==> config.mk <==
export PLATFORM = sky130hd
export DESIGN_NAME = tdm_demux_rx
export DESIGN_NICKNAME = d
export VERILOG_FILES = /design/src/rtl/tdm_demux_rx.sv
export SDC_FILE = /design/constraint.sdc
export NUM_CORES = 1
export LEC_CHECK = 0
export BUFFER_PORTS_ARGS = -buffer_cell sky130_fd_sc_hd__buf_2
export CAP_MARGIN = 30
export CORE_UTILIZATION = 52
export DETAILED_ROUTE_END_ITERATION = 16
export GPL_TIMING_DRIVEN = 0
export PLACE_DENSITY = 0.75
export SKIP_CTS_REPAIR_TIMING = 1
export SYNTH_ARGS = -nofsm -noshare
export SYNTH_HDL_FRONTEND = slang
export SYNTH_SLANG_ARGS = --single-unit
export TNS_END_PERCENT = 5
==> constraint.sdc <==
create_clock -name clk -period 2.4 [get_ports clk]
set_input_delay 0.24 -clock clk [delete_from_list [all_inputs] [get_ports clk]]
set_output_delay 0.24 -clock clk [all_outputs]
set_load 0.02 [all_outputs]
==> src/rtl/tdm_demux_rx.sv <==
// tdm_demux_rx: two-channel 1-bit TDM receiver. Locks to a frame-sync marker,
// steers even slots to channel A and odd slots to channel B, and presents
// both assembled words with a one-cycle valid strobe.
module tdm_demux_rx #(
  parameter int W = 8
) (
  input  logic         clk,
  input  logic         rst_n,
  input  logic         din,
  input  logic         sync,
  output logic [W-1:0] out_a,
  output logic [W-1:0] out_b,
  output logic         valid,
  output logic         sync_err
);

  localparam int CW = $clog2(2 * W);
  localparam logic [CW-1:0] LAST = CW'(2 * W - 1);
  localparam logic [CW-1:0] ONE  = CW'(1);

  typedef enum logic {HUNT, RECV} state_t;

  state_t         state, state_nxt;
  logic [CW-1:0]  cnt, cnt_nxt;
  logic [W-1:0]   sh_a, sh_a_nxt;
  logic [W-1:0]   sh_b, sh_b_nxt;
  logic [W-1:0]   out_a_nxt, out_b_nxt;
  logic           valid_nxt, err_nxt;

  // State, slot counter, shift registers and registered outputs
  always_ff @(posedge clk or negedge rst_n) begin
    if (!rst_n) begin
      state    <= HUNT;
      cnt      <= '0;
      sh_a     <= '0;
      sh_b     <= '0;
      out_a    <= '0;
      out_b    <= '0;
      valid    <= 1'b0;
      sync_err <= 1'b0;
    end else begin
      state    <= state_nxt;
      cnt      <= cnt_nxt;
      sh_a     <= sh_a_nxt;
      sh_b     <= sh_b_nxt;
      out_a    <= out_a_nxt;
      out_b    <= out_b_nxt;
      valid    <= valid_nxt;
      sync_err <= err_nxt;
    end
  end

  // Frame lock, slot steering and word completion
  always_comb begin
    state_nxt = state;
    cnt_nxt   = cnt;
    sh_a_nxt  = sh_a;
    sh_b_nxt  = sh_b;
    out_a_nxt = out_a;
    out_b_nxt = out_b;
    valid_nxt = 1'b0;
    err_nxt   = 1'b0;
    case (state)
      HUNT: begin
        if (sync) begin
          sh_a_nxt  = {sh_a[W-2:0], din};
          cnt_nxt   = ONE;
          state_nxt = RECV;
        end
      end
      RECV: begin
        if (cnt == '0) begin
          if (sync) begin
            sh_a_nxt = {sh_a[W-2:0], din};
            cnt_nxt  = ONE;
          end else begin
            err_nxt   = 1'b1;
            state_nxt = HUNT;
          end
        end else if (sync) begin
          // Early sync: abandon the partial frame and restart at slot 0
          err_nxt  = 1'b1;
          sh_a_nxt = {{(W-1){1'b0}}, din};
          sh_b_nxt = '0;
          cnt_nxt  = ONE;
        end else if (cnt == LAST) begin
          // Last B bit goes straight to the output, bypassing sh_b
          out_a_nxt = sh_a;
          out_b_nxt = {sh_b[W-2:0], din};
          valid_nxt = 1'b1;
          cnt_nxt   = '0;
        end else begin
          if (cnt[0]) sh_b_nxt = {sh_b[W-2:0], din};
          else        sh_a_nxt = {sh_a[W-2:0], din};
          cnt_nxt = cnt + ONE;
        end
      end
    endcase
  end

endmodule

==> impl_metrics.csv, run 1 <==
group,metric,value,unit
layout,ff_latch_area,951,µm²
yosys,syn_area_per_cell,11.4,µm²
clock_tree,clk-insertion-delay-late,0.29,ns
clock_tree,cts_buffers,5,
critical_path,cp.arrival,2.47,ns
sta,fin_crit_sh,95.3,%
clock_tree,cts_tree,"built",
yosys,synth-xor-area-share,0,%
power_and_ir_drop,powerDensity,978,nW/µm²
drt,via_per_inst,5.92,
placement,gp_congestion,0.825,
layout,num_antenna_cells,0,
floorplan,die-area,3980,µm²
yosys,synth-compound-area-share,12.7,%
sta,hold_viol_final,0,
yosys,yosys.area_share.simple,16.6,%
yosys,ys.flop_type,"dfrtp_1",
run_status,status,"finished clean",
run,cap_viol_max_count,0,
clock_tree,clock_sinks,38,
floorplan,core_area,3440,µm²
clock_tree,cts-root-buf,"clkbuf_8",
sta,fin_ws,0.113,ns
drt,drtIter0Drc,69,
critical_path,path_cells,"buf_4 -> inv_2 -> ha_2 -> or3b_4 -> ha_1 -> nand3_1 -> or2_1 -> buf_6 -> buf_12 -> mux2_4",
critical_path,timing.critical_path.buf_inv,4,
critical_path,cpPeakStageDelay,0.40,ns
critical_path,required,2.58,ns
critical_path,worstPathMaxFanout,10,
yosys,synth_seq_cells,38,
critical_path,crit_slowest_cell,"or3b_4",
critical_path,crit_family,"simple AND/OR/NAND/NOR gates",
clock_tree,clk_pin_slew,0.07,ns
critical_path,startpoint_type,"flip-flop",
global_route,grt_overflow,0,
power_and_ir_drop,p_leak,1.10,nW
floorplan,start_util,56.3,%
yosys,synth_mux_area_share,12.3,%
layout,multi_input_area,861,µm²
yosys,synth_edf_count,0,
power_and_ir_drop,ir_drop,0.000510,V
placement,hpwl,2.77,mm
power_and_ir_drop,power.total,0.00223,W
clock_tree,htree_levels,2,
layout,post_route_cells_drive_above_1_share,27.7,%
sta,final-setup-viol-count,0,
sta,worst_clock_skew,0.00539,ns
hold_path,hold_class,"input pin to async pin",
yosys,async_flop_share,100,%
placement,dp_worst_setup_slack,-0.208,ns
sta,slew_violations,0,
drt,wire_per_inst,16.1,µm
drt,drt_wl_total,4.00,mm
yosys,seq_area_frac_synth,49.0,%
yosys,synth_fa_ha_area_share,2.58,%
global_route,grt_first_pass_wirelength,6.87,mm
sta,period_minus_slack,2.29,ns
floorplan,fp-row-count,21,
yosys,netlist_instances,170,
global_route,track_usage,22.6,%
global_route,antenna_found_initial,0,
sta,slew_headroom,44.7,%
yosys,synth_top_family_by_area,"simple AND/OR/NAND/NOR gates",
layout,fin_nets,209,
yosys,syn_nets,178,
drt,drt-pass1-iter-count,4,
global_route,grt_max_degree,39,
drt,ant_nets,0,
floorplan,die_w,63.1,µm
sta,tightest_slew,0.829,ns
placement,port_buffers,20,
critical_path,endpoint_kind,"flip-flop",
yosys,synth_area,1940,µm²
sta,whs,0.0446,ns
clock_tree,cts_buffer_depth,2,
critical_path,worstSetupPathType,"flip-flop to flip-flop",
sta,fmax,0.437,GHz
drt,route.detailed.drc,0,
global_route,grt_pass1_vias,1455,
layout,syn2layout_area_growth,17.7,%
floorplan,fp.dieH,63.1,µm
floorplan,ios,22,
drt,vias,1467,
yosys,yosysUniqueCellTypes,38,
yosys,yosys_warnings,0,
layout,fillers,279,
[kinds of logic (layout without fill, tap and decap cells)]
logic type                 Yosys count  in the layout
DFF                                 38             38
AOI/OAI and AO/OA                   32             32
adders and majority gates            4              4
muxes                               18             18
and+or+nand+nor                     51             51
buffers and inverters               27             59
[layout make-up]
| cell class | count | area share (%) |
|---|---|---|
| buffer | 13 | 3.67 |
| clock buffer | 6 | 3.62 |
| clock inverter | 2 | 2.63 |
| inverter | 13 | 2.19 |
| multi-input combinational | 105 | 37.7 |
| sequential | 38 | 41.6 |
| tap | 46 | 2.52 |
| timing repair buffer | 25 | 6.03 |
[flip-flops by register name (all words and copies together) (netlist names)]
name / count
state: 1
sh_a: 8
out_a: 8
sync_err: 1
sh_b: 7
out_b: 8
cnt: 4
valid: 1
[worst paths after layout]
check | start | end | slack (ns) | cells past startpoint
worst max-delay path | cnt[0]$_DFF_PN0_ | out_a[7]$_DFFE_PN0P_ | 0.11 | 10
worst min-delay path | rst_n | out_a[6]$_DFFE_PN0P_ | 0.04 | 1
worst max register to register | cnt[0]$_DFF_PN0_ | out_a[7]$_DFFE_PN0P_ | 0.11 | 10
worst min register to register | out_b[5]$_DFFE_PN0P_ | out_b[5]$_DFFE_PN0P_ | 0.49 | 1
max in group asynchronous | rst_n | cnt[2]$_DFF_PN0_ | 1.84 | 1
min in group clk | din | out_b[0]$_DFFE_PN0P_ | 0.20 | 2
[stage by stage]
stage	area (µm²)	setup TNS (ns)	cells	utilization (%)
2_1_floorplan	1940	0	170	-
3_3_place_gp	2100	-1.13	236	61.0
3_5_place_dp	2100	-2.31	236	61.0
4_1_cts	2240	-2.27	244	65.1
5_1_grt	2280	-0.000217	248	66.3
6_report	2280	0	248	66.3
[cells in the final DEF (no fill, tap or decap), drive strengths merged]
cell type and instances:
nor3 2, a221o 6, or4 1, a21oi 5, buf 33, clkbuf 11
bufinv 2, and3 1, ha 4, o311ai 7, nor2 1, nor3b 7
inv 12, or3b 1, mux2 17, nor2b 6, mux2i 1, o21ai 3
nand3 5, nand2 5, a31o 1, o211ai 7, dfrtp 38, a211o 1
clkinv 1, o31ai 2, nand3b 6, nor4 6, nand4 8, or2 1
and2 1
[report_power, final]
part	switching, W	internal, W
registers	0.0000942	0.000744
logic	0.000456	0.000272
clock network	0.000223	0.000443
[per-layer routing]
| layer | global-route usage (%) | part of all wire, % |
|---|---|---|
| met2 | 34.7 | 48 |
| met3 | 6.16 | 4.4 |
| met1 | 29.7 | 46 |
| met5 | 0 | 0 |
| met4 | 9.88 | 1.8 |
[Yosys cell counts, types with 2 or more instances]
cell type  count  share of area (%)
inv_1          9                1.7
o311ai_1       7                3.2
nor2b_1        6                1.9
inv_2          3               0.58
clkbuf_1       6                1.2
buf_4          2               0.77
o21ai_1        2               0.52
a21oi_1        5                1.3
dfrtp_1       38                 49
o31ai_1        2               0.77
o211ai_1       7                2.7
a221o_1        6                3.1
nand3b_1       6                2.3
nor4_1         6                1.9
nand2_1        5               0.97
mux2_1         7                4.1
nand4_1        8                2.6
nor3b_1        7                2.7
mux2_4        10                7.7
ha_1           4                2.6
buf_1          3               0.58
nand3_1        5                1.3
Power figures use the tool's default switching activity.
==> inputs of run 2 (changes only) <==
--- a/config.mk
+++ b/config.mk
@@ -10,7 +10,7 @@
 export CORE_UTILIZATION = 52
 export DETAILED_ROUTE_END_ITERATION = 16
 export GPL_TIMING_DRIVEN = 0
-export PLACE_DENSITY = 0.75
+export PLACE_DENSITY = 0.87
 export SKIP_CTS_REPAIR_TIMING = 1
 export SYNTH_ARGS = -nofsm -noshare
 export SYNTH_HDL_FRONTEND = slang
==> run 2 against run 1 <==
  * Cell count grew 1.2%
  * Via count fell by 0.82%
  * Die area stayed put
  * First-iteration DRC count grew 87%
  * Register-to-register slack got worse by 0.05 ns
  * Clock power down 21%
  * Global-route usage shrank 0.98 points
  * Largest cell class unchanged
  * Largest power group unchanged
==> impl_metrics.csv, run 2 (synthesis gave the netlist of run 1 again) <==
group,metric,value,unit
clock_tree,clk_pin_slew,0.07,ns
clock_tree,cts_buffers,5,
sta,hold_viol_final,0,
floorplan,die-area,3980,µm²
power_and_ir_drop,ir_drop,0.000357,V
floorplan,start_util,56.3,%
sta,fin_crit_sh,97.2,%
layout,post_route_cells_drive_above_1_share,28.8,%
global_route,grt_use_met1,28.4,%
placement,port_buffers,20,
global_route,antenna_found_initial,0,
global_route,grt_util_met3,3.80,%
power_and_ir_drop,switching_share,36.1,%
run,cap_viol_max_count,0,
drt,vias,1455,
placement,place_area,2100,µm²
critical_path,required,2.57,ns
layout,finalInstanceArea,2270,µm²
power_and_ir_drop,p_sw,0.000755,W
sta,worst_clock_skew,0.00291,ns
placement,dp_worst_setup_slack,-0.182,ns
sta,slew_headroom,44.8,%
sta,fin_ws,0.0663,ns
floorplan,fp.dieH,63.1,µm
global_route,grt_most_used_layer,"met2",
global_route,grt_use_met2,34.8,%
layout,layout_commonest_cell,"dfrtp_1",
floorplan,fp-row-count,21,
sta,slew_violations,0,
layout,num_antenna_cells,0,
sta,final-setup-viol-count,0,
power_and_ir_drop,power_frac_seq,39.9,%
run_status,status,"finished clean",
placement,gp_congestion,0.811,
drt,ant_nets,0,
drt,wire_per_inst,15.3,µm
clock_tree,clock_sinks,38,
drt,via_per_inst,5.80,
layout,fin_nets,212,
drt,drtIter0Drc,129,
layout,syn2layout_area_growth,17.2,%
power_and_ir_drop,p_leak,1.10,nW
power_and_ir_drop,p_int,0.00134,W
critical_path,cp.arrival,2.50,ns
layout,final_cell_mix,"dfrtp_1 (38), buf_2 (20), buf_4 (11)",
global_route,grt_overflow,0,
critical_path,worstSetupPathType,"flip-flop to flip-flop",
power_and_ir_drop,powerDensity,921,nW/µm²
floorplan,ios,22,
sta,tightest_slew,0.828,ns
floorplan,core_area,3440,µm²
layout,fillers,252,
layout,top_regs,"out_a x8, out_b x8, sh_a x8",
clock_tree,clk-insertion-delay-late,0.28,ns
drt,drt-pass1-iter-count,4,
clock_tree,cts-root-buf,"clkbuf_8",
drt,route.detailed.drc,0,
hold_path,hold_class,"input pin to async pin",
placement,dp_cells,236,
power_and_ir_drop,p_clk_share,25.0,%
critical_path,endpoint_kind,"flip-flop",
power_and_ir_drop,combPwrFrac,35.2,%
floorplan,die_w,63.1,µm
clock_tree,cts_buffer_depth,2,
critical_path,startpoint_type,"flip-flop",
global_route,grt_pass1_vias,1423,
clock_tree,cts_tree,"built",
global_route,track_usage,21.6,%
placement,hpwl,2.48,mm
sta,fmax,0.429,GHz
drt,drt_wl_total,3.85,mm
global_route,grt_first_pass_wirelength,6.70,mm
global_route,grt_max_degree,39,
clock_tree,htree_levels,2,
critical_path,worstPathMaxFanout,10,
layout,fin_cells,251,
sta,period_minus_slack,2.33,ns
## run 2: cell types whose count changed in the layout (fill, tap and decap cells not counted)
cell / change
buf_4: +3
clkinv_2: +2
bufinv_16: -1
clkbuf_8: -1
## run 2: worst max-delay path, cell delays in order, from the launching register on
cell and delay, ns:
dfrtp_1 0.38, buf_4 0.17, inv_2 0.07, ha_2 0.17, or3b_4 0.42, ha_1 0.20, nand3_1 0.08, or2_1 0.12
buf_6 0.14, buf_12 0.15, mux2_4 0.31
## run 2: power by group through the flow
stage / Sequential, W / Combinational, W / Clock [W]
2_1_floorplan: 0.000832 / 0.000519 / 0
3_3_place_gp: 0.000838 / 0.000674 / 0
3_5_place_dp: 0.000843 / 0.000682 / 0
4_1_cts: 0.000831 / 0.000683 / 0.000531
5_1_grt: 0.000851 / 0.000819 / 0.000558
6_report: 0.000834 / 0.000736 / 0.000523
## run 2: final timing paths
path | from | to | slack, ns | depth (start not counted)
min | rst_n | sh_a[5]$_DFFE_PN0P_ | 0.05 | 1
max | cnt[0]$_DFF_PN0_ | out_a[1]$_DFFE_PN0P_ | 0.07 | 10
min reg2reg | out_b[1]$_DFFE_PN0P_ | out_b[1]$_DFFE_PN0P_ | 0.50 | 1
min in group clk | din | sh_a[0]$_DFFE_PN0P_ | 0.21 | 2
max reg2reg | cnt[0]$_DFF_PN0_ | out_a[1]$_DFFE_PN0P_ | 0.07 | 10
max in group asynchronous | rst_n | cnt[3]$_DFF_PN0_ | 1.83 | 1
## run 2: area by class of cell
class                   instances  area (µm²)  share of cell area (%)
multi-input cells             105         861                    37.9
well taps                      46        57.6                    2.53
inverters                      13        50.0                    2.20
flip-flops and latches         38         951                    41.9
repair buffers                 28         160                    7.05
clock inverters                 3        40.0                    1.76
plain buffers                  13        83.8                    3.69
clock buffers                   5        68.8                    3.03
## run 2: layer usage
| metal | vias to the layer above | part of all wire [%] |
|---|---|---|
| met1 | 719 | 46 |
| met2 | 36 | 48 |
| met4 | 0 | 1.4 |
| met5 | - | 0 |
| li1 | 695 | - |
| met3 | 5 | 4.0 |
## run 2: stage by stage
stage | power (W) | util [%] | TNS (ns) | hold WS, ns
after floorplan | 0.00135 | - | 0 | -0.0556
after global placement | 0.00151 | 61.0 | -1.43 | 0.382
after detailed placement | 0.00152 | 61.0 | -1.94 | 0.385
after CTS | 0.00205 | 64.1 | -2.25 | 0.0707
after global routing | 0.00223 | 66.0 | -0.153 | 0.117
final | 0.00209 | 66.0 | 0 | 0.0516
==> inputs of run 3 (changes only) <==
--- a/config.mk
+++ b/config.mk
@@ -9,7 +9,7 @@
 export CAP_MARGIN = 30
 export CORE_UTILIZATION = 52
 export DETAILED_ROUTE_END_ITERATION = 16
-export GPL_TIMING_DRIVEN = 0
+export GPL_TIMING_DRIVEN = 1
 export PLACE_DENSITY = 0.87
 export SKIP_CTS_REPAIR_TIMING = 1
 export SYNTH_ARGS = -nofsm -noshare
==> run 3 against run 2 <==
  * Global-route usage down 0.29 points
  * Via count down 1.4%
  * Total power down 2.7%
==> impl_metrics.csv, run 3 (synthesis gave the netlist of run 1 again) <==
group,metric,value,unit
drt,route.detailed.drc,0,
drt,wire_per_inst,15.8,µm
clock_tree,clk_pin_slew,0.07,ns
floorplan,ios,22,
critical_path,endpoint_kind,"flip-flop",
layout,layout_commonest_cell,"dfrtp_1",
global_route,grt_first_pass_wirelength,6.54,mm
critical_path,crit_family,"simple AND/OR/NAND/NOR gates",
clock_tree,cts_buffers,5,
floorplan,core_area,3440,µm²
power_and_ir_drop,power.total,0.00204,W
hold_path,hold_class,"input pin to async pin",
critical_path,required,2.58,ns
layout,fillers,256,
global_route,grt_pass1_vias,1379,
sta,tightest_slew,0.810,ns
power_and_ir_drop,ir_drop,0.000412,V
clock_tree,clock_sinks,38,
sta,final-setup-viol-count,0,
critical_path,timing.critical_path.buf_inv,2,
sta,hold_viol_final,0,
power_and_ir_drop,powerDensity,935,nW/µm²
layout,ff_latch_area,951,µm²
critical_path,startpoint_type,"flip-flop",
power_and_ir_drop,combPwrFrac,31.3,%
power_and_ir_drop,power_frac_seq,43.0,%
floorplan,die-area,3980,µm²
floorplan,start_util,56.3,%
placement,gp_congestion,0.846,
layout,final_cell_mix,"dfrtp_1 (38), buf_2 (21), mux2_4 (10)",
run,cap_viol_max_count,0,
clock_tree,clk-insertion-delay-late,0.29,ns
sta,fin_ws,0.167,ns
drt,ant_nets,0,
critical_path,cp.arrival,2.41,ns
drt,drt_wl_total,3.74,mm
layout,finalInstanceArea,2180,µm²
layout,fin_nets,198,
critical_path,crit_slowest_cell,"or3b_4",
sta,period_minus_slack,2.23,ns
power_and_ir_drop,switching_share,37.1,%
critical_path,crit_top_cell,"ha_1",
power_and_ir_drop,p_leak,1.05,nW
sta,slew_headroom,46.0,%
critical_path,worstSetupPathType,"flip-flop to flip-flop",
critical_path,cpPeakStageDelay,0.47,ns
drt,drtIter0Drc,87,
layout,post_route_cells_drive_above_1_share,27.2,%
sta,finalSetupTns,0,ns
sta,rsz0062_at_grt,"no",
run_status,status,"finished clean",
power_and_ir_drop,p_sw,0.000754,W
global_route,grt_overflow,0,
sta,worst_clock_skew,0.00518,ns
placement,dp_worst_setup_slack,0.178,ns
placement,hpwl,2.55,mm
global_route,antenna_found_initial,0,
clock_tree,cts_tree,"built",
power_and_ir_drop,p_int,0.00128,W
floorplan,fp.dieH,63.1,µm
drt,vias,1435,
clock_tree,htree_levels,2,
critical_path,path_cells,"inv_1 -> ha_1 -> or3b_4 -> ha_1 -> nand3_1 -> or2_1 -> buf_4 -> mux2_1",
layout,multi_input_area,858,µm²
power_and_ir_drop,p_clk_share,25.7,%
floorplan,die_w,63.1,µm
drt,drt-pass1-iter-count,4,
global_route,grt_max_degree,39,
drt,via_per_inst,6.05,
layout,top_regs,"out_a x8, out_b x8, sh_a x8",
clock_tree,cts-root-buf,"clkbuf_8",
sta,slew_violations,0,
sta,fmax,0.448,GHz
critical_path,worstPathMaxFanout,13,
layout,num_antenna_cells,0,
global_route,track_usage,21.3,%
floorplan,fp-row-count,21,
placement,place_area,2070,µm²
sta,fin_crit_sh,93.1,%
layout,syn2layout_area_growth,12.2,%
clock_tree,cts_buffer_depth,2,
placement,port_buffers,21,
run 3: cell types whose count changed in the layout (fill, tap and decap cells not counted):
cell / delta
ha_2: -1
ha_1: +1
buf_12: -1
clkbuf_1: -5
buf_2: +1
buf_4: -5
buf_6: -1
buf_1: -3
run 3: worst reg2reg max path: cells and delay by family, from the launching register on:
kind,cells,cell delay (ns)
adder cells (fa/ha/maj),2,0.38
AND/OR/NAND/NOR,3,0.66
multiplexers,1,0.35
flip-flops,1,0.41
buffers and inverters,2,0.33
run 3: layout make-up:
class                      instances  share of cell area [%]
clock buffer                       5                    3.16
clock inverter                     3                    1.84
inverter                          13                    2.30
multi-input combinational        105                    39.4
sequential                        38                    43.7
tap                               46                    2.65
timing repair buffer              27                    6.90
run 3: routing by layer:
metal	track usage [%]	share of wire [%]	up-vias
met4	9.59	2.2	0
li1	-	-	675
met1	27.0	44	702
met2	34.0	49	48
met3	5.62	4.9	10
met5	0	0	-
run 3: power groups by stage:
stage / clock network (W) / registers (W) / logic [W]
detailed placement: 0 / 0.000879 / 0.000628
global placement: 0 / 0.000869 / 0.000601
floorplan: 0 / 0.000832 / 0.000519
global route: 0.000562 / 0.000891 / 0.000703
finish: 0.000524 / 0.000874 / 0.000637
CTS: 0.000534 / 0.000868 / 0.000631
run 3: final timing paths:
| path | from | depth (start not counted) | endpoint | slack [ns] |
|---|---|---|---|---|
| worst min-delay path | rst_n | 1 | out_a[1]$_DFFE_PN0P_ | 0.04 |
| min in group clk | din | 2 | out_b[0]$_DFFE_PN0P_ | 0.19 |
| worst min register to register | out_b[4]$_DFFE_PN0P_ | 1 | out_b[4]$_DFFE_PN0P_ | 0.49 |
| worst max register to register | cnt[1]$_DFF_PN0_ | 8 | out_b[1]$_DFFE_PN0P_ | 0.17 |
| max in group asynchronous | rst_n | 1 | sh_a[7]$_DFFE_PN0P_ | 1.86 |
| worst max-delay path | cnt[1]$_DFF_PN0_ | 8 | out_b[1]$_DFFE_PN0P_ | 0.17 |
run 3: stage by stage:
| stage | hold WS [ns] | utilization, % | cells |
|---|---|---|---|
| after floorplan | -0.0556 | - | 170 |
| after global routing | 0.104 | 63.2 | 237 |
| after global placement | 0.357 | 60.1 | 229 |
| after detailed placement | 0.374 | 60.1 | 229 |
| final | 0.0406 | 63.2 | 237 |
| after CTS | 0.0580 | 63.2 | 237 |
